## src/rtl/serial_alu_pkg.sv

```systemverilog
// Shared types and constants for the nibble-serial 16-bit ALU.
package serial_alu_pkg;

   typedef enum logic [1:0] {
      ST_IDLE = 2'd0,
      ST_NIB  = 2'd1,
      ST_DONE = 2'd2
   } state_e;

   localparam logic [2:0] OP_AND = 3'b000;
   localparam logic [2:0] OP_OR  = 3'b001;
   localparam logic [2:0] OP_ADD = 3'b010;
   localparam logic [2:0] OP_SUB = 3'b110;
   localparam logic [2:0] OP_SLT = 3'b111;

   localparam int NIBBLES = 4;

endpackage

```

## src/rtl/serial_alu16_seq_slice.sv

```systemverilog
// Combinational 4-bit ALU slice: AND/OR/ADD/less-pass with optional B inversion.
module FourBitALU
   import serial_alu_pkg::*;
(
   input  logic [3:0] a,
   input  logic [3:0] b,
   input  logic       binv,
   input  logic [1:0] sel,
   input  logic       cin,
   input  logic       less,
   output logic [3:0] y,
   output logic       cout,
   output logic       overflow,
   output logic       set,
   output logic       zero
);

   logic [3:0] b_eff;
   logic [4:0] sum;

   assign b_eff = binv ? ~b : b;
   assign sum   = {1'b0, a} + {1'b0, b_eff} + {4'b0000, cin};

   always_comb begin
      y = 4'h0;
      case (sel)
         2'b00:   y = a & b_eff;
         2'b01:   y = a | b_eff;
         2'b10:   y = sum[3:0];
         default: y = {3'b000, less};
      endcase
   end

   assign cout     = sum[4];
   assign set      = sum[3];
   // Signed overflow: operands agree in sign but the sum does not.
   assign overflow = (a[3] == b_eff[3]) && (sum[3] != a[3]);
   assign zero     = (y == 4'h0);

endmodule

```

## src/rtl/serial_alu16_seq.sv

```systemverilog
// 16-bit ALU evaluated one nibble per cycle through a single 4-bit slice.
// Optional macro SLT_OVF_CORRECT_EN: SLT corrects the sign bit with nibble-3 overflow.
module serial_alu16_seq
   import serial_alu_pkg::*;
(
   input  logic        clk,
   input  logic        rst_n,
   input  logic        start,
   input  logic [15:0] a,
   input  logic [15:0] b,
   input  logic [2:0]  op,
   output logic        busy,
   output logic        done,
   output logic [15:0] result,
   output logic        cout,
   output logic        overflow,
   output logic        zero
);

   state_e      state_q, state_d;
   logic [1:0]  cnt_q, cnt_d;
   logic        carry_q, carry_d;
   logic [15:0] a_q, a_d;
   logic [15:0] b_q, b_d;
   logic [2:0]  op_q, op_d;
   logic [11:0] acc_q, acc_d;
   logic        zacc_q, zacc_d;
   logic [15:0] result_q, result_d;
   logic        cout_q, cout_d;
   logic        ovf_q, ovf_d;
   logic        zero_q, zero_d;
   logic        done_q, done_d;

   logic [3:0]  slice_a, slice_b, slice_y;
   logic        slice_cout, slice_ovf, slice_set, slice_zero;
   logic        lt;
   logic        is_slt;

   assign slice_a = a_q[{cnt_q, 2'b00} +: 4];
   assign slice_b = b_q[{cnt_q, 2'b00} +: 4];

   FourBitALU u_slice (
      .a        (slice_a),
      .b        (slice_b),
      .binv     (op_q[2]),
      .sel      (op_q[1:0]),
      .cin      (carry_q),
      .less     (1'b0),
      .y        (slice_y),
      .cout     (slice_cout),
      .overflow (slice_ovf),
      .set      (slice_set),
      .zero     (slice_zero)
   );

   assign is_slt = (op_q == OP_SLT);

`ifdef SLT_OVF_CORRECT_EN
   assign lt = slice_set ^ slice_ovf;
`else
   assign lt = slice_set;
`endif

   always_comb begin
      state_d  = state_q;
      cnt_d    = cnt_q;
      carry_d  = carry_q;
      a_d      = a_q;
      b_d      = b_q;
      op_d     = op_q;
      acc_d    = acc_q;
      zacc_d   = zacc_q;
      result_d = result_q;
      cout_d   = cout_q;
      ovf_d    = ovf_q;
      zero_d   = zero_q;
      done_d   = 1'b0;
      case (state_q)
         ST_IDLE: begin
            if (start) begin
               state_d = ST_NIB;
               cnt_d   = 2'd0;
               carry_d = op[2];
               a_d     = a;
               b_d     = b;
               op_d    = op;
               zacc_d  = 1'b1;
            end
         end
         ST_NIB: begin
            carry_d = slice_cout;
            cnt_d   = cnt_q + 2'd1;
            zacc_d  = zacc_q & slice_zero;
            for (int i = 0; i < NIBBLES - 1; i++) begin
               if (cnt_q == 2'(i)) acc_d[i*4 +: 4] = slice_y;
            end
            // Last nibble: commit everything straight from the slice outputs.
            if (cnt_q == 2'(NIBBLES - 1)) begin
               state_d  = ST_DONE;
               result_d = is_slt ? {15'b0, lt} : {slice_y, acc_q};
               cout_d   = slice_cout;
               ovf_d    = slice_ovf;
               zero_d   = is_slt ? ~lt : (zacc_q & slice_zero);
            end
         end
         ST_DONE: begin
            state_d = ST_IDLE;
            done_d  = 1'b1;
         end
         default: state_d = ST_IDLE;
      endcase
   end

   always_ff @(posedge clk or negedge rst_n) begin
      if (!rst_n) begin
         state_q  <= ST_IDLE;
         cnt_q    <= 2'd0;
         carry_q  <= 1'b0;
         a_q      <= 16'h0000;
         b_q      <= 16'h0000;
         op_q     <= 3'b000;
         acc_q    <= 12'h000;
         zacc_q   <= 1'b1;
         result_q <= 16'h0000;
         cout_q   <= 1'b0;
         ovf_q    <= 1'b0;
         zero_q   <= 1'b1;
         done_q   <= 1'b0;
      end else begin
         state_q  <= state_d;
         cnt_q    <= cnt_d;
         carry_q  <= carry_d;
         a_q      <= a_d;
         b_q      <= b_d;
         op_q     <= op_d;
         acc_q    <= acc_d;
         zacc_q   <= zacc_d;
         result_q <= result_d;
         cout_q   <= cout_d;
         ovf_q    <= ovf_d;
         zero_q   <= zero_d;
         done_q   <= done_d;
      end
   end

   assign busy     = (state_q == ST_NIB);
   assign done     = done_q;
   assign result   = result_q;
   assign cout     = cout_q;
   assign overflow = ovf_q;
   assign zero     = zero_q;

endmodule

```

## config.mk

```make
export PLATFORM = sky130hd
export DESIGN_NAME = serial_alu16_seq
export DESIGN_NICKNAME = d
export VERILOG_FILES = /design/src/rtl/serial_alu_pkg.sv /design/src/rtl/serial_alu16_seq_slice.sv /design/src/rtl/serial_alu16_seq.sv
export SDC_FILE = /design/constraint.sdc
export NUM_CORES = 1
export LEC_CHECK = 0
export CORE_MARGIN = 5
export CORE_UTILIZATION = 52
export DETAILED_ROUTE_END_ITERATION = 7
export PLACE_DENSITY = 0.78
export SLEW_MARGIN = 20
export SYNTH_ARGS = -nofsm -noshare
export SYNTH_HDL_FRONTEND = slang
export SYNTH_HIERARCHICAL = 1
export SYNTH_SLANG_ARGS = --single-unit
```

## constraint.sdc

```tcl
create_clock -name clk -period 4 [get_ports clk]
set_input_delay 0.4 -clock clk [delete_from_list [all_inputs] [get_ports clk]]
set_output_delay 0.4 -clock clk [all_outputs]
set_load 0.005 [all_outputs]
```

======== Word-level counts from Yosys, hierarchy flattened ========
Cells that the tools add are included.
operators by class
  add/subtract/negate cells ............... 3
  equality and inequality tests ........... 12
  shift-type cells ........................ 2
  mux-type cells .......................... 14
  bitwise logic cells ..................... 5
  reductions and logical operators ........ 13
operator list
  kind                                                                     count
  16-bit by 5-bit indexed part select with 4-bit output                    2
  16-bit two-way mux                                                       1
  2-bit AND reduction                                                      7
  4-bit one-hot mux with 3 select lines                                    1
  2-bit == test, second input constant                                     4
  2-bit one-hot mux with 2 select lines                                    2
  2-bit by 1-bit == test with 1-bit output, second input constant          3
  2-bit zero test                                                          3
  2-bit two-way mux                                                        3
  4-bit by 4-bit adder with 5-bit output                                   1
  5-bit by 1-bit adder with 5-bit output                                   1
  4-bit AND                                                                1
  4-bit zero test                                                          1
  1-bit two-way mux                                                        4
  4-bit two-way mux                                                        1
  4-bit NOT                                                                1
  4-bit OR                                                                 1
  1-bit one-hot mux with 2 select lines                                    2
  3-bit == test, second input constant                                     1
  2-bit by 1-bit adder with 2-bit output, second input constant            1
  2-bit by 1-bit inequality test with 1-bit output, second input constant  1
  2-bit inequality test, second input constant                             1
  2-bit nonzero test                                                       1
  1-bit AND                                                                1
  other kinds (4)                                                          4
storage, ports and cells
  flip-flop bits (word level) ............. 73
  output and inout port bits .............. 21
  word-level logic and storage cells ...... 64

======== Logic depth before layout (Yosys ltp) ========
Gate-level depths: netlist of run 1.
  depth after elaboration ................. 9
  depth in mapped cells ................... 13

======== Modules after synthesis ========
Netlist of run 1, hierarchy kept.
modules (own cells, without submodules)
  module            times used  cells an instance  area each (um^2)  seq. area each (um^2)
  serial_alu16_seq  1           262                3034.2            1829.3
  FourBitALU        1           51                 399.1             0.0

======== Least setup slack after synthesis of run 1 ========
OpenSTA, ideal clock, no wires.
  kind .................................... reg2reg
  start ................................... register cnt_q[0]
  end ..................................... register zero_q, in the netlist zero
  setup time .............................. 0.060 ns
  data arrival time ....................... 3.339 ns
  data required time ...................... 3.940 ns
  slack ................................... 0.600 ns
  cell stages (with the launch flop) ...... 12
  cells stage by stage .................... dfrtp_1 -> buf_2 -> mux4_2 -> xor2_1 -> inv_1 -> fa_1 -> inv_1 -> mux4_2 -> or4_1 -> a21oi_1 -> and3_1 -> o22a_1
between the ends
  cells in the longest elaborated chain, start to end .. 9
RTL lines
  what                                                     line                          source
  start: declaration                                       serial_alu16_seq.sv:21        logic [1:0] cnt_q, cnt_d;
  start signal: assignment                                 serial_alu16_seq.sv:131       cnt_q <= cnt_d;
  16-bit by 5-bit indexed part select with 4-bit output *  serial_alu16_seq.sv:40        assign slice_b = b_q[{cnt_q, 2'b00} +: 4];
  named net slice_b[0]                                     serial_alu16_seq.sv:34        logic [3:0] slice_a, slice_b, slice_y;
  4-bit NOT                                                serial_alu16_seq_slice.sv:21  assign b_eff = binv ? ~b : b;
  4-bit two-way mux *                                      serial_alu16_seq_slice.sv:21
  4-bit by 4-bit adder with 5-bit output                   serial_alu16_seq_slice.sv:22  assign sum = {1'b0, a} + {1'b0, b_eff} + {4'b0000, cin};
  5-bit by 1-bit adder with 5-bit output                   serial_alu16_seq_slice.sv:22
  4-bit one-hot mux with 3 select lines *                  serial_alu16_seq_slice.sv:26  case (sel)
  named net slice_y[0]                                     serial_alu16_seq.sv:34
  4-bit zero test *                                        serial_alu16_seq_slice.sv:38  assign zero = (y == 4'h0);
  named net slice_zero                                     serial_alu16_seq.sv:35        logic slice_cout, slice_ovf, slice_set, slice_zero;
  1-bit AND *                                              serial_alu16_seq.sv:103       zero_d = is_slt ? ~lt : (zacc_q & slice_zero);
  1-bit two-way mux *                                      serial_alu16_seq.sv:103
  end signal: assignment                                   serial_alu16_seq.sv:141       zero_q <= zero_d;
  end: declaration                                         serial_alu16_seq.sv:31        logic zero_q, zero_d;
The timed path passes the listed nets; every way through them passes the cells marked *.
A chain may end at the register's enable or synchronous reset.

======== Final worst setup path of run 1 ========
  start ................................... register cnt_q[0]
  end ..................................... register zero_q, in the netlist zero
RTL lines
  what                                                   line                          source
  16-bit by 5-bit indexed part select with 4-bit output  serial_alu16_seq.sv:39        assign slice_a = a_q[{cnt_q, 2'b00} +: 4];
  named net slice_a[0]                                   serial_alu16_seq.sv:34
  4-bit by 4-bit adder with 5-bit output                 serial_alu16_seq_slice.sv:22
  5-bit by 1-bit adder with 5-bit output                 serial_alu16_seq_slice.sv:22
  4-bit one-hot mux with 3 select lines                  serial_alu16_seq_slice.sv:26
  named net slice_y[2]                                   serial_alu16_seq.sv:34
  4-bit zero test                                        serial_alu16_seq_slice.sv:38
  named net slice_zero                                   serial_alu16_seq.sv:35
  1-bit AND                                              serial_alu16_seq.sv:103
  1-bit two-way mux                                      serial_alu16_seq.sv:103
The timed path passes the listed nets, and every way through them passes these cells.

==> summary.txt, run 1 <==
outcome -> finished, final reports clean
Post-synth EDFFs -> 0
RSZ-0062 raised after global routing -> no
WL final -> 6710 µm
layout cells sized above 1 -> 15.2%
HPWL after detailed placement -> 4990 µm
met2 Resource Use GR -> 28.5%
global-route wire length before repair -> 11500 µm
# clock sinks -> 73
Tightest Pin Transition -> 797 ps
initial antenna violation count -> 0
Final #Nets -> 428
Critical Path RT -> 4280 ps
Post-Synthesis Cells -> 313
vias per inst -> 5.25
worst path bufs/invs -> 3
pin count of the biggest net entering global routing -> 45
Die Ht -> 91.3 µm
register area share after synthesis -> 53.3%
f_max -> 304 MHz
post-cts resize count -> 0
post-route ant nets -> 0
Max Root-Sink Buffers -> 2
core area -> 6390 µm²
VDD IR-drop max -> 435 µV
final worst path period share -> 82.3%
CTS H-tree lvls -> 3
cell chain of the critical path -> buf_4 -> mux4_2 -> inv_1 -> fa_1 -> inv_1 -> fa_1 -> xnor2_1 -> o32ai_1 -> or4_1 -> a21oi_1 -> and3_1 -> o22a_1
Syn-to-layout area delta -> 24.2%
skew final -> 12.7 ps
worst hold margin -> 451 ps
most used routing layer -> met2
CP peak stage delay -> 540 ps
average cell area after synthesis -> 11.0 µm²
Synth async-reset ratio -> 100%
post-route setup TNS -> 0 ps
Synth top cells by count -> nand2_1 (112), dfrtp_1 (71), inv_1 (15)
Area contributors post-synth -> dfrtp_1 (52%), nand2_1 (12%), mux4_2 (5.9%)
Hold Path Class -> input port to async pin
postcts setup bufs -> 0
Cell Area, Synth -> 3430 µm²
Final Max Tran Viols -> 0
endpoints failing setup -> 0
max_slew headroom -> 46.9%
met3 Usage GRT -> 4.46%
CTS tree -> yes
# rows -> 29
Die Area -> 8330 µm²
cts hold-fix bufs -> 0
Seq cells post-synth -> 73
Util after Layout -> 66.8%
drt first pass iters -> 6
worst-path fanout max -> 12
Die W -> 91.3 µm
DRC -> 0
Top FF cell, synth -> dfrtp_1
GRT Total Usage -> 17.0%
Filler cells -> 482
top-area cell type share of the netlist area -> 51.7%
total CTS buffers -> 9
1st-iter DRT viols -> 99
total gr overflow -> 0
Antenna Diode Count -> 0
clk_lat worst skew -> 340 ps
Leakage -> 0.00209 µW
crit path kind -> flip-flop to flip-flop
Yosys cell types -> 41
most frequent cell after synthesis -> nand2_1
r2r startpoint -> cnt_q[0]
clock slew at reported path FFs -> 80 ps
Tmin final -> 3290 ps
Post-Syn Nets -> 365
initial core utilization -> 53.8%
Synth area leader -> dfrtp_1
port buffer count -> 58
DR WL/cell -> 14.7 µm
worst setup path start -> cnt_q[0]
slowest CP cell -> mux4_2
gpl congestion -> 0.855
Arr. time, crit path -> 3570 ps
cell family with most CP delay -> simple AND/OR/NAND/NOR gates
PD cells -> 897 nW/µm²
I/O pins -> 59
DR vias -> 2405
number of synthesis warnings -> 6
r2r setup slk -> 710 ps
critical path startpoint category -> flip-flop
vias in the first global route -> 2439
CP endpoint kind -> flip-flop
Max Cap Violations -> 0
met1 Use GR -> 22.0%
Root Buffer -> clkbuf_8
Hold Vio Cnt, Final -> 0
==> layout make-up <==
| cell class | instances | area [µm²] | share of cell area [%] |
|---|---|---|---|
| timing repair buffer | 65 | 647 | 15.2 |
| clock inverter | 3 | 15.0 | 0.352 |
| sequential | 73 | 1830 | 42.9 |
| tap | 77 | 96.3 | 2.26 |
| inverter | 17 | 73.8 | 1.73 |
| multi-input combinational | 210 | 1440 | 33.8 |
| clock buffer | 13 | 159 | 3.73 |
==> stage by stage <==
stage               setup slack [ps]  cells  total power (µW)  cell area [µm²]
global placement                 797    439              3240             4050
floorplan                        600    313              2740             3430
detailed placement               700    439              3330             4050
CTS                              687    455              3850             4220
global route                     449    458              4160             4260
finish                           709    458              3820             4260
==> state kept, by name, summed over array words and instances, names as in the netlist <==
register	flops
a_q	16
b_q	16
result	16
acc_q	12
op_q	3
cnt_q	2
state_q	2
carry_q	1
cout	1
done	1
overflow	1
zacc_q	1
zero	1
==> logic make-up after synthesis <==
| kind of cell | Yosys count | share of synthesized area (%) |
|---|---|---|
| other | 1 | 0.109 |
| flip-flops | 73 | 53.3 |
| adder cells (fa/ha/maj) | 14 | 5.54 |
| multiplexers | 24 | 10.8 |
| XOR/XNOR | 7 | 1.79 |
| AO/OA/AOI/OAI | 31 | 7.03 |
| AND/OR/NAND/NOR | 133 | 16.6 |
| buffers and inverters | 30 | 4.88 |
==> path summary, 6_finish.rpt <==
check                                  end  depth (start not counted)
worst max-delay path                  zero                         12
worst min-delay path            result[15]                          2
worst max register to register        zero                         12
worst min register to register     b_q[12]                          2
max in group asynchronous          op_q[1]                          4
min in group clk                   b_q[12]                          2
==> where the power goes <==
group / internal, µW / switching [µW]
Sequential: 1090 / 217
Combinational: 994 / 1010
Clock: 257 / 254
Total: 2340 / 1480
==> layer usage <==
| metal | wire (µm) | share of wire (%) |
|---|---|---|
| met3 | 399 | 5.9 |
| met5 | 0 | 0 |
| met1 | 3010 | 45 |
| met4 | 76 | 1.1 |
| met2 | 3220 | 48 |
==> layout by cell type, fill, tap and decap left out, drive strengths merged, types with 4 or more instances in the layout <==
master         netlist  routed
nand2              113     113
dfrtp               71      71
clkdlybuf4s50        0      57
inv                 17      17
a22o                15      15
mux2                14      14
clkbuf               3      13
ha                  12      12
mux4                 9       9
buf                  9       7
nor2                 5       5
o21ai                5       5
xor2                 5       5
nand3                4       4
No activity file was read; power rests on OpenSTA's default activity.
==> inputs of run 2 (changes only) <==
--- a/config.mk
+++ b/config.mk
@@ -6,9 +6,9 @@
 export NUM_CORES = 1
 export LEC_CHECK = 0
 export CORE_MARGIN = 5
-export CORE_UTILIZATION = 52
+export CORE_UTILIZATION = 48
 export DETAILED_ROUTE_END_ITERATION = 7
-export PLACE_DENSITY = 0.78
+export PLACE_DENSITY = 0.75
 export SLEW_MARGIN = 20
 export SYNTH_ARGS = -nofsm -noshare
 export SYNTH_HDL_FRONTEND = slang
==> constraint.sdc (replaced) <==
create_clock -name clk -period 2.8 [get_ports clk]
set_input_delay 0.28 -clock clk [delete_from_list [all_inputs] [get_ports clk]]
set_output_delay 0.28 -clock clk [all_outputs]
set_load 0.005 [all_outputs]
==> run 2 against run 1 <==
The flow now finishes with violations (negative setup slack). Worst hold slack got worse by 420 ps. Clock-buffer cell count down 2. Final area is 4.8% higher. Die area grew 7.4%. First-iteration DRC count fell by 27%. Combinational power grew 84%. Clock skew decreased by 1.9 ps. Setup slack worse by 1000 ps. Via count grew 0.96%. Sequential share of layout area decreased by 2.0 points. Critical path type unchanged. Critical endpoint unchanged. Largest power group unchanged.
==> summary.txt, run 2 (synthesis gave the netlist of run 1 again) <==
setup ws final -> -301 ps
Worst R2R Path Depth -> 10
register area -> 1830 µm²
port buffer count -> 58
Die Area -> 8940 µm²
Max Cap Violations -> 0
area of the multi-input gates -> 1500 µm²
core area -> 6870 µm²
Die W -> 94.6 µm
PD cells -> 1430 nW/µm²
commonest cells after routing, fill and taps aside -> nand2_1 (112), dfrtp_1 (71), clkdlybuf4s50_1 (57)
clk_lat worst skew -> 340 ps
DR WL/cell -> 14.5 µm
# rows -> 30
critical path startpoint category -> flip-flop
global-route wire length before repair -> 11800 µm
skew final -> 10.8 ps
GRT Total Usage -> 17.3%
VDD IR-drop max -> 557 µV
clock slew at reported path FFs -> 80 ps
R2R Path End -> zero
Placed Area -> 4200 µm²
Final Cell Area -> 4470 µm²
Filler cells -> 575
initial antenna violation count -> 0
# clock sinks -> 73
CTS H-tree lvls -> 3
Util after Layout -> 65.0%
RSZ-0062 raised after global routing -> yes
Syn-to-layout area delta -> 30.1%
post-route setup TNS -> -934 ps
final worst path period share -> 111%
Final Max Tran Viols -> 0
Hold Vio Cnt, Final -> 0
Die Ht -> 94.6 µm
CTS tree -> yes
initial core utilization -> 50.0%
Max Root-Sink Buffers -> 2
worst-path fanout max -> 2
r2r setup slk -> -300 ps
Critical Path RT -> 3090 ps
Hold Path Class -> input port to async pin
DR vias -> 2428
Antenna Diode Count -> 0
Arr. time, crit path -> 3390 ps
I/O pins -> 59
Tmin final -> 3100 ps
total gr overflow -> 0
total CTS buffers -> 9
WL final -> 7130 µm
outcome -> complete, but fails checks
DRC -> 0
vias per inst -> 4.93
HPWL after detailed placement -> 5140 µm
endpoints failing setup -> 6
layout cells sized above 1 -> 22.5%
CP endpoint kind -> flip-flop
Root Buffer -> clkbuf_8
failing checks -> negative setup slack
leading cell type in the layout, fill and taps excluded -> nand2_1
f_max -> 322 MHz
Tightest Pin Transition -> 850 ps
gpl congestion -> 0.911
post-route ant nets -> 0
vias in the first global route -> 2478
crit path kind -> flip-flop to flip-flop
cts hold-fix bufs -> 0
drt first pass iters -> 4
r2r startpoint -> cnt_q[0]
Final #Nets -> 443
1st-iter DRT viols -> 72
Leakage -> 0.00216 µW
pin count of the biggest net entering global routing -> 40
max_slew headroom -> 43.3%
-- run 2: changes by cell type in the layout (fill, tap and decap cells not counted), sizes merged --
cell and change:
buf +16, clkinvlp +2, clkbuf -2, bufinv +1, dlygate4sd3 -1, clkinv -1
-- run 2: routing by layer --
layer | track usage (%) | part of all wire [%] | up-vias
met3 | 3.98 | 4.8 | 14
met2 | 27.3 | 48 | 67
li1 | - | - | 1182
met1 | 22.5 | 45 | 1165
met5 | 0 | 0 | -
met4 | 8.53 | 2.2 | 0
-- run 2: layout make-up --
| cell class | instances | area share (%) |
|---|---|---|
| Clock buffer | 11 | 3.16 |
| Clock inverter | 5 | 1.23 |
| Inverter | 17 | 1.65 |
| Multi-Input combinational cell | 210 | 33.5 |
| Sequential cell | 73 | 40.9 |
| Tap cell | 96 | 2.69 |
| Timing Repair Buffer | 80 | 16.9 |
-- run 2: worst max path at each step --
stage	startpoint	end	slack, ps	cells past startpoint
floorplan	cnt_q[0]	zero	-450	11
detailed placement	cnt_q[0]	zero	-310	10
finish	cnt_q[0]	zero	-300	10
CTS	cnt_q[0]	zero	-300	10
global route	cnt_q[0]	zero	-390	10
global placement	cnt_q[0]	zero	-270	10
-- run 2: report_power, final --
group / total (µW) / internal, µW / leakage, µW / switching [µW]
registers: 1860 / 1560 / 0.000911 / 307
clock network: 818 / 433 / 0.0000953 / 385
logic: 3690 / 1960 / 0.00116 / 1730
total: 6370 / 3950 / 0.00216 / 2430
-- run 2: metrics by stage --
step                total power (µW)  worst slack (ps)  hold WS [ps]  std cells
floorplan                       3930              -448         -15.6        313
global placement                5090              -267           418        474
detailed placement              5230              -312           440        474
CTS                             6170              -303          59.4        491
global route                    6890              -388           105        492
finish                          6370              -301          33.8        492
-- run 2: worst max-delay path, cell delays in order (launching register included) --
cell     delay [ps]
dfrtp_1         370
mux4_2          530
xor2_2          180
inv_2            70
fa_2            520
inv_1            40
mux4_2          470
or4_4           490
a21oi_2         120
and3_1          150
o22a_1          130
-- run 2: repair_timing --
| action | CTS | global route |
|---|---|---|
| endpoints found under the hold margin | 0 | 0 |
| buffers inserted | 1 | 1 |
| resized for setup | 3 | 12 |
| pin swaps | 2 | 2 |
| setup endpoints to repair | 8 | 16 |
==> inputs of run 3 (changes only) <==
--- a/config.mk
+++ b/config.mk
@@ -6,9 +6,10 @@
 export NUM_CORES = 1
 export LEC_CHECK = 0
 export CORE_MARGIN = 5
-export CORE_UTILIZATION = 48
+export CORE_UTILIZATION = 52
 export DETAILED_ROUTE_END_ITERATION = 7
-export PLACE_DENSITY = 0.75
+export DONT_BUFFER_PORTS = 1
+export PLACE_DENSITY = 0.69
 export SLEW_MARGIN = 20
 export SYNTH_ARGS = -nofsm -noshare
 export SYNTH_HDL_FRONTEND = slang
==> run 3 against run 2 <==
The run still ends with negative setup slack left. Final area is 12% lower. Sequential power hardly changed. Via count is 8.8% lower. Combinational power is 6.2% lower. Clock power is 2% higher. Maximum frequency is 0.16% lower. Sequential share of layout area is 5.6 points higher.
==> summary.txt, run 3 (synthesis gave the netlist of run 1 again) <==
Clk pwr share -> 13.5%
# clock sinks -> 73
layout cells sized above 1 -> 26.4%
Psw -> 2400 µW
worst hold endpoint -> b_q[3]
I/O pins -> 59
slowest CP cell -> mux4_2
port buffer count -> 0
Switching Share -> 38.9%
VDD IR-drop max -> 752 µV
final worst path period share -> 111%
failing checks -> negative setup slack
Syn-to-layout area delta -> 14.4%
worst path bufs/invs -> 2
DRC -> 0
1st-iter DRT viols -> 80
Filler cells -> 529
Hold Path Class -> input port to flip-flop
Leakage -> 0.00197 µW
CP endpoint kind -> flip-flop
vias in the first global route -> 2329
Final Max Tran Viols -> 0
commonest cells after routing, fill and taps aside -> nand2_1 (112), dfrtp_1 (71), buf_4 (23)
met2 Resource Use GR -> 26.0%
met3 Usage GRT -> 5.29%
Hold Crit Start -> b[3]
core area -> 6390 µm²
Tightest Pin Transition -> 760 ps
leading cell type in the layout, fill and taps excluded -> nand2_1
vias per inst -> 5.30
RSZ-0062 raised after global routing -> yes
global-route wire length before repair -> 11300 µm
Critical Path RT -> 3080 ps
Max Cap Violations -> 0
most frequent CP cell -> mux4_2
skew final -> 10.8 ps
total gr overflow -> 0
worst hold margin -> 35.6 ps
WL final -> 6640 µm
PD cells -> 1580 nW/µm²
Pint -> 3780 µW
Seq pwr share -> 30.5%
pin count of the biggest net entering global routing -> 74
outcome -> complete, but fails checks
Die W -> 91.3 µm
CTS H-tree lvls -> 3
post-route setup TNS -> -572 ps
Worst R2R Path Depth -> 10
clk_lat worst skew -> 340 ps
cell family with most CP delay -> multiplexers
worst setup path start -> cnt_q[0]
worst-path fanout max -> 2
DR WL/cell -> 15.9 µm
critical path startpoint category -> flip-flop
Tmin final -> 3110 ps
HPWL after detailed placement -> 4640 µm
Max Root-Sink Buffers -> 2
met1 Use GR -> 23.2%
Arr. time, crit path -> 3390 ps
DR vias -> 2214
cell chain of the critical path -> mux4_2 -> xor2_2 -> inv_2 -> fa_2 -> inv_1 -> mux4_2 -> or4_4 -> a21oi_2 -> and3_1 -> o22a_1
Root Buffer -> clkbuf_8
Final #Nets -> 388
Hold Path Depth -> 2
CTS tree -> yes
clock slew at reported path FFs -> 80 ps
Antenna Diode Count -> 0
most used routing layer -> met2
initial core utilization -> 53.8%
gpl congestion -> 0.860
initial antenna violation count -> 0
endpoints failing setup -> 2
R2R Path End -> zero
CP peak stage delay -> 530 ps
r2r setup slk -> -310 ps
crit path kind -> flip-flop to flip-flop
setup ws final -> -306 ps
# rows -> 29
total CTS buffers -> 9
GRT Total Usage -> 17.1%
Comb pwr share -> 56.0%
r2r startpoint -> cnt_q[0]
max_slew headroom -> 49.3%
Die Ht -> 91.3 µm
f_max -> 322 MHz
Die Area -> 8330 µm²
Hold Vio Cnt, Final -> 0
drt first pass iters -> 4
post-route ant nets -> 0
==> run 3: cell count changes in the layout (fill, tap and decap cells not counted), sizes merged <==
cell	previous run	this run
inv	17	18
clkinvlp	2	1
dlygate4sd3	0	1
clkdlybuf4s50	57	0
buf	23	24
==> run 3: area by class of cell <==
type / count / area (µm²) / area share [%]
Sequential cell: 73 / 1830 / 46.6
Tap cell: 77 / 96.3 / 2.45
Clock inverter: 5 / 63.8 / 1.63
Timing Repair Buffer: 25 / 210 / 5.35
Multi-Input combinational cell: 210 / 1510 / 38.5
Inverter: 17 / 73.8 / 1.88
Clock buffer: 11 / 141 / 3.60
==> run 3: timing repair <==
action | in CTS | in global routing
endpoints found under the setup margin | 8 | 17
pin swaps | 1 | 2
gates resized for setup | 9 | 8
hold endpoints to repair | 73 | 0
hold buffers | 2 | 0
buffers inserted | 2 | 2
cloned | 0 | 0
==> run 3: stage by stage <==
| step | power [µW] | cells | util (%) | instance area [µm²] | setup slack (ps) |
|---|---|---|---|---|---|
| after floorplan | 3930 | 313 | - | 3440 | -448 |
| after global placement | 4810 | 396 | 56.1 | 3580 | -250 |
| after detailed placement | 4920 | 396 | 56.1 | 3580 | -310 |
| after CTS | 6000 | 416 | 60.7 | 3870 | -314 |
| after global routing | 6680 | 418 | 61.5 | 3930 | -465 |
| final | 6180 | 418 | 61.5 | 3930 | -306 |
==> run 3: worst register-to-register path, cell delays in order, from the launching register on <==
cell and delay (ps):
dfrtp_1 370, mux4_2 530, xor2_2 180, inv_2 60, fa_2 520, inv_1 40, mux4_2 460, or4_4 490
a21oi_2 130, and3_1 150, o22a_1 120
==> run 3: worst max-delay path by stage <==
stage	to	slack [ps]	cells after the start
after floorplan	zero	-450	11
after global placement	zero	-250	10
after detailed placement	zero	-310	12
after CTS	zero	-310	10
after global routing	zero	-470	10
final	zero	-310	10
==> run 3: routing by layer <==
metal / vias up / wire, µm
met5: - / 0
met4: 0 / 61
met3: 6 / 334
met2: 51 / 3220
met1: 1077 / 3030
li1: 1080 / -
==> run 3: power groups by stage <==
stage	sequential (µW)	clock, µW	combinational (µW)
finish	1880	836	3460
detailed placement	1910	0	3010
global placement	1900	0	2910
CTS	1890	859	3240
floorplan	1800	0	2130
global route	1950	902	3840
